==> config.mk <==
export PLATFORM = sky130hd
export DESIGN_NAME = tick_period_monitor_flat
export DESIGN_NICKNAME = d
export VERILOG_FILES = /design/src/rtl/tick_period_monitor_if.sv /design/src/rtl/tick_period_monitor.sv /design/src/flat_wrapper.sv
export SDC_FILE = /design/constraint.sdc
export NUM_CORES = 1
export LEC_CHECK = 0
export ABC_CLOCK_PERIOD_IN_PS = 2200
export BUFFER_PORTS_ARGS = -buffer_cell sky130_fd_sc_hd__buf_4
export CAP_MARGIN = 20
export CORE_MARGIN = 2
export CORE_UTILIZATION = 56
export DETAILED_ROUTE_END_ITERATION = 8
export PLACE_DENSITY = 0.76
export SETUP_SLACK_MARGIN = 0.02
export SKIP_CTS_REPAIR_TIMING = 1
export SYNTH_ARGS = -nofsm -noshare
export SYNTH_HDL_FRONTEND = slang
export SYNTH_SLANG_ARGS = --single-unit
==> constraint.sdc <==
create_clock -name clk -period 2.2 [get_ports clk]
set_clock_uncertainty 0.05 [all_clocks]
set_input_delay 0.22 -clock clk [delete_from_list [all_inputs] [get_ports clk]]
set_output_delay 0.22 -clock clk [all_outputs]
set_load 0.03 [all_outputs]
==> src/rtl/tick_period_monitor_if.sv <==
// Tick-monitor port bundle: the tick stream in, lock status and measured period out.
// The lost pulse exists only when TICK_MON_TIMEOUT_EN is defined.
interface tick_period_monitor_if #(
  parameter int CNT_W = 4
);
  logic             tick_in;
  logic             locked;
  logic             period_err;
  logic [CNT_W-1:0] period_out;
`ifdef TICK_MON_TIMEOUT_EN
  logic             lost;

  modport master (output tick_in, input  locked, period_err, period_out, lost);
  modport slave  (input  tick_in, output locked, period_err, period_out, lost);
`else
  modport master (output tick_in, input  locked, period_err, period_out);
  modport slave  (input  tick_in, output locked, period_err, period_out);
`endif
endinterface

==> src/rtl/tick_period_monitor.sv <==
// Measures the spacing of a one-cycle tick stream and locks after LOCK_COUNT equal periods.
// Optional feature macro: TICK_MON_TIMEOUT_EN (drop to IDLE and pulse lost when ticks stop).
module tick_period_monitor #(
  parameter int CNT_W      = 4,
  parameter int LOCK_COUNT = 3
) (
  input  logic                  clk,
  input  logic                  reset_n,
  tick_period_monitor_if.slave  mon
);

  typedef enum logic [1:0] {
    ST_IDLE    = 2'd0,
    ST_ACQUIRE = 2'd1,
    ST_LOCKED  = 2'd2,
    ST_ERROR   = 2'd3
  } state_e;

  localparam logic [CNT_W-1:0] CNT_MAX = '1;
  localparam logic [CNT_W-1:0] CNT_ONE = CNT_W'(1);
  localparam logic [2:0]       LOCK_N  = 3'(LOCK_COUNT);

  state_e           state_q,  state_d;
  logic [CNT_W-1:0] cnt_q,    cnt_d;
  logic [CNT_W-1:0] ref_q,    ref_d;
  logic [2:0]       match_q,  match_d;
  logic [CNT_W-1:0] period_q, period_d;
  logic             locked_q, locked_d;
  logic             err_q,    err_d;

  logic             tick;
  logic             meas_valid;
  logic [2:0]       match_next;

  assign tick       = mon.tick_in;
  // A saturated count means the gap was too long to measure.
  assign meas_valid = (cnt_q != CNT_MAX);

`ifdef TICK_MON_TIMEOUT_EN
  logic lost_q, lost_d;
  logic timeout;

  // Fires on the edge that would push cnt into saturation with no tick.
  assign timeout = !tick && (state_q != ST_IDLE) && (cnt_q == CNT_MAX - CNT_ONE);
`endif

  // Period counter: restarts at 1 on every tick so it reads the period at the next tick.
  always_comb begin
    cnt_d = cnt_q;
    if (tick) begin
      cnt_d = CNT_ONE;
    end else if (cnt_q != CNT_MAX) begin
      cnt_d = cnt_q + CNT_ONE;
    end
  end

  // NOTE: every always_comb output gets a default first so no path leaves it unassigned (no latch).
  always_comb begin
    state_d    = state_q;
    ref_d      = ref_q;
    match_d    = match_q;
    period_d   = period_q;
    match_next = (cnt_q == ref_q) ? match_q + 3'd1 : 3'd1;

    unique case (state_q)
      ST_IDLE: begin
        if (tick) begin
          state_d = ST_ACQUIRE;
          match_d = 3'd0;
        end
      end

      ST_ACQUIRE: begin
        if (tick) begin
          if (!meas_valid) begin
            match_d = 3'd0;
          end else begin
            ref_d   = cnt_q;
            match_d = match_next;
            if (match_next >= LOCK_N) begin
              state_d  = ST_LOCKED;
              period_d = cnt_q;
            end
          end
        end
      end

      ST_LOCKED: begin
        if (tick && (!meas_valid || (cnt_q != period_q))) begin
          state_d = ST_ERROR;
        end
      end

      ST_ERROR: begin
        if (tick && meas_valid) begin
          state_d = ST_ACQUIRE;
          ref_d   = cnt_q;
          match_d = 3'd1;
        end
      end

      default: state_d = ST_IDLE;
    endcase

`ifdef TICK_MON_TIMEOUT_EN
    if (timeout) begin
      state_d = ST_IDLE;
    end
    lost_d = timeout;
`endif

    // Status flags are registered copies of the state being entered.
    locked_d = (state_d == ST_LOCKED);
    err_d    = (state_d == ST_ERROR);
  end

  // NOTE: state registers use non-blocking assignments so all flops update together at the edge.
  always_ff @(posedge clk or negedge reset_n) begin
    if (!reset_n) begin
      state_q  <= ST_IDLE;
      cnt_q    <= '0;
      ref_q    <= '0;
      match_q  <= 3'd0;
      period_q <= '0;
      locked_q <= 1'b0;
      err_q    <= 1'b0;
    end else begin
      state_q  <= state_d;
      cnt_q    <= cnt_d;
      ref_q    <= ref_d;
      match_q  <= match_d;
      period_q <= period_d;
      locked_q <= locked_d;
      err_q    <= err_d;
    end
  end

  assign mon.locked     = locked_q;
  assign mon.period_err = err_q;
  assign mon.period_out = period_q;

`ifdef TICK_MON_TIMEOUT_EN
  always_ff @(posedge clk or negedge reset_n) begin
    if (!reset_n) begin
      lost_q <= 1'b0;
    end else begin
      lost_q <= lost_d;
    end
  end

  assign mon.lost = lost_q;
`endif

endmodule

==> src/flat_wrapper.sv <==
// flat-port wrapper written by rule: the top's interface ports become plain ports
module tick_period_monitor_flat 
#(
  parameter int CNT_W      = 4,
  parameter int LOCK_COUNT = 3
)
  (clk, reset_n, mon_tick_in, mon_locked, mon_period_err, mon_period_out);
  tick_period_monitor_if #(.CNT_W(CNT_W)) mon_i ();
  input  logic clk;
  input  logic reset_n;
  input wire logic [$bits(mon_i.tick_in)-1:0] mon_tick_in;
  output wire logic [$bits(mon_i.locked)-1:0] mon_locked;
  output wire logic [$bits(mon_i.period_err)-1:0] mon_period_err;
  output wire logic [$bits(mon_i.period_out)-1:0] mon_period_out;
  assign mon_i.tick_in = mon_tick_in;
  assign mon_locked = mon_i.locked;
  assign mon_period_err = mon_i.period_err;
  assign mon_period_out = mon_i.period_out;
  tick_period_monitor #(.CNT_W(CNT_W), .LOCK_COUNT(LOCK_COUNT)) u_core (.clk(clk), .reset_n(reset_n), .mon(mon_i));
endmodule
Word level (Yosys, flattened, before mapping):

Cells that the tools add are included.
W data, S select, Z words.

* bits in registers: 19
* output and inout port bits: 6

* eq/ne operators: 12
* reduce and logical (&&, ||, !) cells: 11
* add/subtract/negate cells: 2
* magnitude comparators: 1
* mux-type cells: 19

Operator list (count)
* $mux W4: 5
* $mux W3: 5
* $mux W2: 6
* $reduce_and A4 Y1: 3
* $pmux W3 S3: 1
* $eq A2 B2 Y1 const B: 4
* $pmux W2 S4: 1
* $pmux W4 S2: 1
* $add A4 B1 Y4 const B: 1
* $eq A4 B4 Y1: 1
* $ne A2 B1 Y1 const B: 2
* $ne A2 B2 Y1 const B: 2
* $ne A4 B4 Y1: 1
* $ne A4 B4 Y1 const B: 1
* $reduce_bool A2 Y1: 2
* $add A3 B1 Y3 const B: 1
* $ge A3 B2 Y1 const B: 1
* $reduce_bool A3 Y1: 1
* $eq A2 B1 Y1 const B: 1
* $logic_and A1 B1 Y1: 2
* $logic_not A2 Y1: 1
* $logic_not A1 Y1: 1
* $logic_or A1 B1 Y1: 1

Longest topological paths before layout:

* word-level depth: 8
* gate-level depth with buffers: 6
* mapped depth without buffers: 5

Worst setup path after synthesis:

Ideal clock, no wire load.

* kind: register to register
* from: register u_core.cnt_q[3]
* to: register u_core.period_q[0] (netlist: u_core.mon.period_out[0])
* data required time: 2.025 ns
* setup slack: 0.606 ns
* arrival time: 1.419 ns
* cell stages (with the launch flop): 6
* path through: dfrtp_1 > buf_6 > xor2_1 > nor4_4 > nand3_2 > mux2_2

* cells in the longest elaborated chain, start to end: 4
* elaborated cells between the ends (all ways): 5

RTL lines
* start: declaration: line tick_period_monitor.sv:24 `logic [CNT_W-1:0] cnt_q, cnt_d;`
* start signal: assignment: line tick_period_monitor.sv:129 `cnt_q <= cnt_d;`
* $eq A4 B4 Y1: line tick_period_monitor.sv:63 `match_next = (cnt_q == ref_q) ? match_q + 3'd1 : 3'd1;`
* $mux W3: line tick_period_monitor.sv:63
* $ge A3 B2 Y1: line tick_period_monitor.sv:80 `if (match_next >= LOCK_N) begin`
* $reduce_and A4 Y1 (no source line) *
* end signal: assignment: line tick_period_monitor.sv:132 `period_q <= period_d;`
* end: declaration: line tick_period_monitor.sv:27 `logic [CNT_W-1:0] period_q, period_d;`

Mark *: on every way between the ends. The rest lies on a longest branch, timed or not.
A chain may end at the register's enable or synchronous reset.

Worst setup path after layout:

* from: register u_core.cnt_q[1]
* to: register u_core.period_q[3] (netlist: u_core.mon.period_out[3])

The elaborated chain is that of the path after synthesis.

==> key figures <==
Outcome
  • Status: finished, final reports clean

Critical path
  • Crit start category: flip-flop
  • CP Capture Type: flip-flop
  • Worst reg2reg path depth: 5
  • Crit path DAT: 2.13 ns
  • R2r setup slk: 0.22 ns
  • Crit Path Class: reg2reg
  • FF-to-FF End: u_core.mon.period_out[3]
  • FF-to-FF Start: u_core.cnt_q[1]
  • Worst-path maximum fanout: 8
  • CP Launch Point: u_core.cnt_q[1]
  • Req. time, crit path: 2.36 ns
  • Worst Setup EP: u_core.mon.period_out[3]

Pwr
  • Power Density: 1020 nW/µm²
  • Sw Ratio: 0.375
  • Pint: 0.683 mW
  • Clk network pwr share: 0.167
  • Overall Power: 1.09 mW
  • NetSw: 0.410 mW
  • LEAKAGE: 0.539 nW
  • Logic pwr share: 0.366
  • Maximum VDD drop: 0.776 mV
  • Sequential Power Share: 0.467

Finish
  • Commonest non-fill, non-tap cell in the layout: dfrtp_1
  • Fin util: 0.632
  • Commonest non-fill, non-tap cells in the layout: 19 x dfrtp_1, 16 x nand2_1, 9 x buf_4
  • Layout cell share with drive strength beyond 1: 0.214
  • Antenna Diode Count: 0
  • # nets final: 109
  • Layout area overhead: 8.66%

Global routing
  • Initial antenna violation count: 0
  • First-pass GRT wire length: 2.94 mm
  • Gr ovfl total: 0
  • Largest net degree at the start of global routing: 20
  • Total Routing Usage GR: 0.201
  • Vias in the first global route: 681

Logic synthesis
  • Mapped Cells: 95
  • Net Count, Synth: 100
  • Synthesized area per cell: 10.3 µm²
  • Ys Warns: 0
  • #FFs+latches synth: 19
  • Post-synth top area cell: dfrtp_1
  • Post-synthesis sequential area ratio: 0.484
  • Netlist Area Pre-Place: 982 µm²
  • Synth top area cells: dfrtp_1 48%, xor2_1 6.2%, nand2_1 6.1%
  • Post-synth cell types: 31
  • Synth top area share: 0.484

Clock network
  • Skew-Pair Late Insertion Delay: 0.31 ns
  • CTS buffer count: 3
  • CTS tree: yes
  • Maximum buffer depth of the clock tree: 2
  • Clock Pin Slew Worst Setup and Hold Paths: 0.11 ns
  • H-Tree Depth: 1
  • Clk sinks: 19
  • Root buffer cell: clkbuf_4

Worst hold path
  • Hold crit path type: in2reg

Timing
  • RSZ-0062 raised after global routing: false
  • Slew headroom: 0.766
  • Final Cycle Share: 0.899
  • Setup tns final: 0 ns
  • Fmax achieved: 0.505 GHz
  • Worst Max-Slew Pin Slew: 0.348 ns
  • Max Slew Vio Count: 0
  • Final Critical Period: 1.98 ns
  • Final Hold Vio Count: 0
  • Final setup viols: 0

Route
  • Post-DRT Antenna Nets: 0
  • Vias per cell: 5.75
  • Vias post-DR: 690
  • # DRC: 0
  • Wire length per cell: 13.7 µm
  • Iter 0 DRT Violations: 29
  • Total Wirelength: 1.64 mm
  • Pre-Repair DR Iteration Count: 4

Floorplan
  • Chip width: 45.9 µm
  • Row count: 15
  • Die area: 2100 µm²
  • Core Region: 1690 µm²
  • IO Count: 9
  • Initial core utilization: 0.581
  • Die Height: 45.9 µm

Placed design
  • GPL Wtd Cong: 0.838
  • Dpl hpwl: 1.20 mm
  • IO buf count: 8

Job
  • Max cap viols: 0
[logic make-up (layout without fill, tap and decap cells)]
logic type	count (synthesis)	count (layout)	share of synthesized area
simple gates	39	39	0.214
xor+xnor	9	9	0.0803
fa+ha+maj	2	2	0.0255
flops	19	19	0.484
mux	5	5	0.0560
compound gates	13	13	0.0917
buf+inv	8	16	0.0484
[metal layers]
layer,wire length [µm],track usage,vias to the layer above,part of all wire
met5,0,0,-,0
met4,48,0.114,0,0.029
met3,51,0.0357,5,0.031
met2,760,0.303,17,0.46
met1,781,0.270,330,0.48
li1,-,-,338,-
[synthesized netlist by cell type, drive strengths merged]
library cell  count
buf               4
mux2i             1
clkbuf            2
xor2              7
a211oi            1
nand2b            3
nor2              6
a21oi             3
nand3             4
nor4              2
nor3              1
a32o              1
mux2              4
nand3b            1
and3              2
dfrtp            19
a22o              1
xnor2             2
o211ai            1
a31oi             1
ha                2
a21o              2
inv               2
o21ai             2
a21bo             1
nand2            16
and2              3
and4              1
[worst max-delay path: stages (launching register included)]
cell     delay, ns
dfrtp_1       0.52
ha_1          0.28
nand3_1       0.23
and4_1        0.29
nand3_2       0.15
mux2_2        0.35
[area by class of cell]
class                   count  area, µm²
repair buffers             10       77.6
inverters                   2       7.51
multi-input cells          68        459
well taps                  17       21.3
clock buffers               4       26.3
flip-flops and latches     19        475
fillers                   151        622
[how the worst min path moves through the flow]
stage                                to  slack (ns)  depth (start not counted)        start
2_1_floorplan           u_core.cnt_q[0]       -0.13                          0      reset_n
3_3_place_gp   u_core.mon.period_out[2]        0.05                          1      reset_n
3_5_place_dp   u_core.mon.period_out[2]        0.05                          1      reset_n
4_1_cts        u_core.mon.period_out[2]       -0.29                          1      reset_n
5_1_grt                 u_core.cnt_q[3]         0.1                          2  mon_tick_in
6_report                u_core.cnt_q[3]         0.1                          2  mon_tick_in
[state kept, by name (all words and copies together) (netlist names)]
name                   count
u_core.mon.period_err      1
u_core.cnt_q               4
u_core.mon.locked          1
u_core.mon.period_out      4
u_core.state_q             2
u_core.ref_q               4
u_core.match_q             3
[through the flow]
step	hold WS (ns)	worst slack [ns]	cells	cell area (µm²)
floorplan	-0.126	0.606	95	982
global placement	0.0541	0.356	115	1030
detailed placement	0.0542	0.250	115	1030
CTS	-0.289	0.232	119	1060
global route	0.0987	0.0896	120	1070
finish	0.0976	0.221	120	1070
[power groups by stage]
stage / clock network [mW] / logic (mW) / registers (mW)
after detailed placement: 0 / 0.404 / 0.516
after global placement: 0 / 0.398 / 0.511
final: 0.183 / 0.400 / 0.510
after global routing: 0.197 / 0.446 / 0.525
after CTS: 0.187 / 0.405 / 0.510
after floorplan: 0 / 0.254 / 0.559
Power figures use the tool's default switching activity.
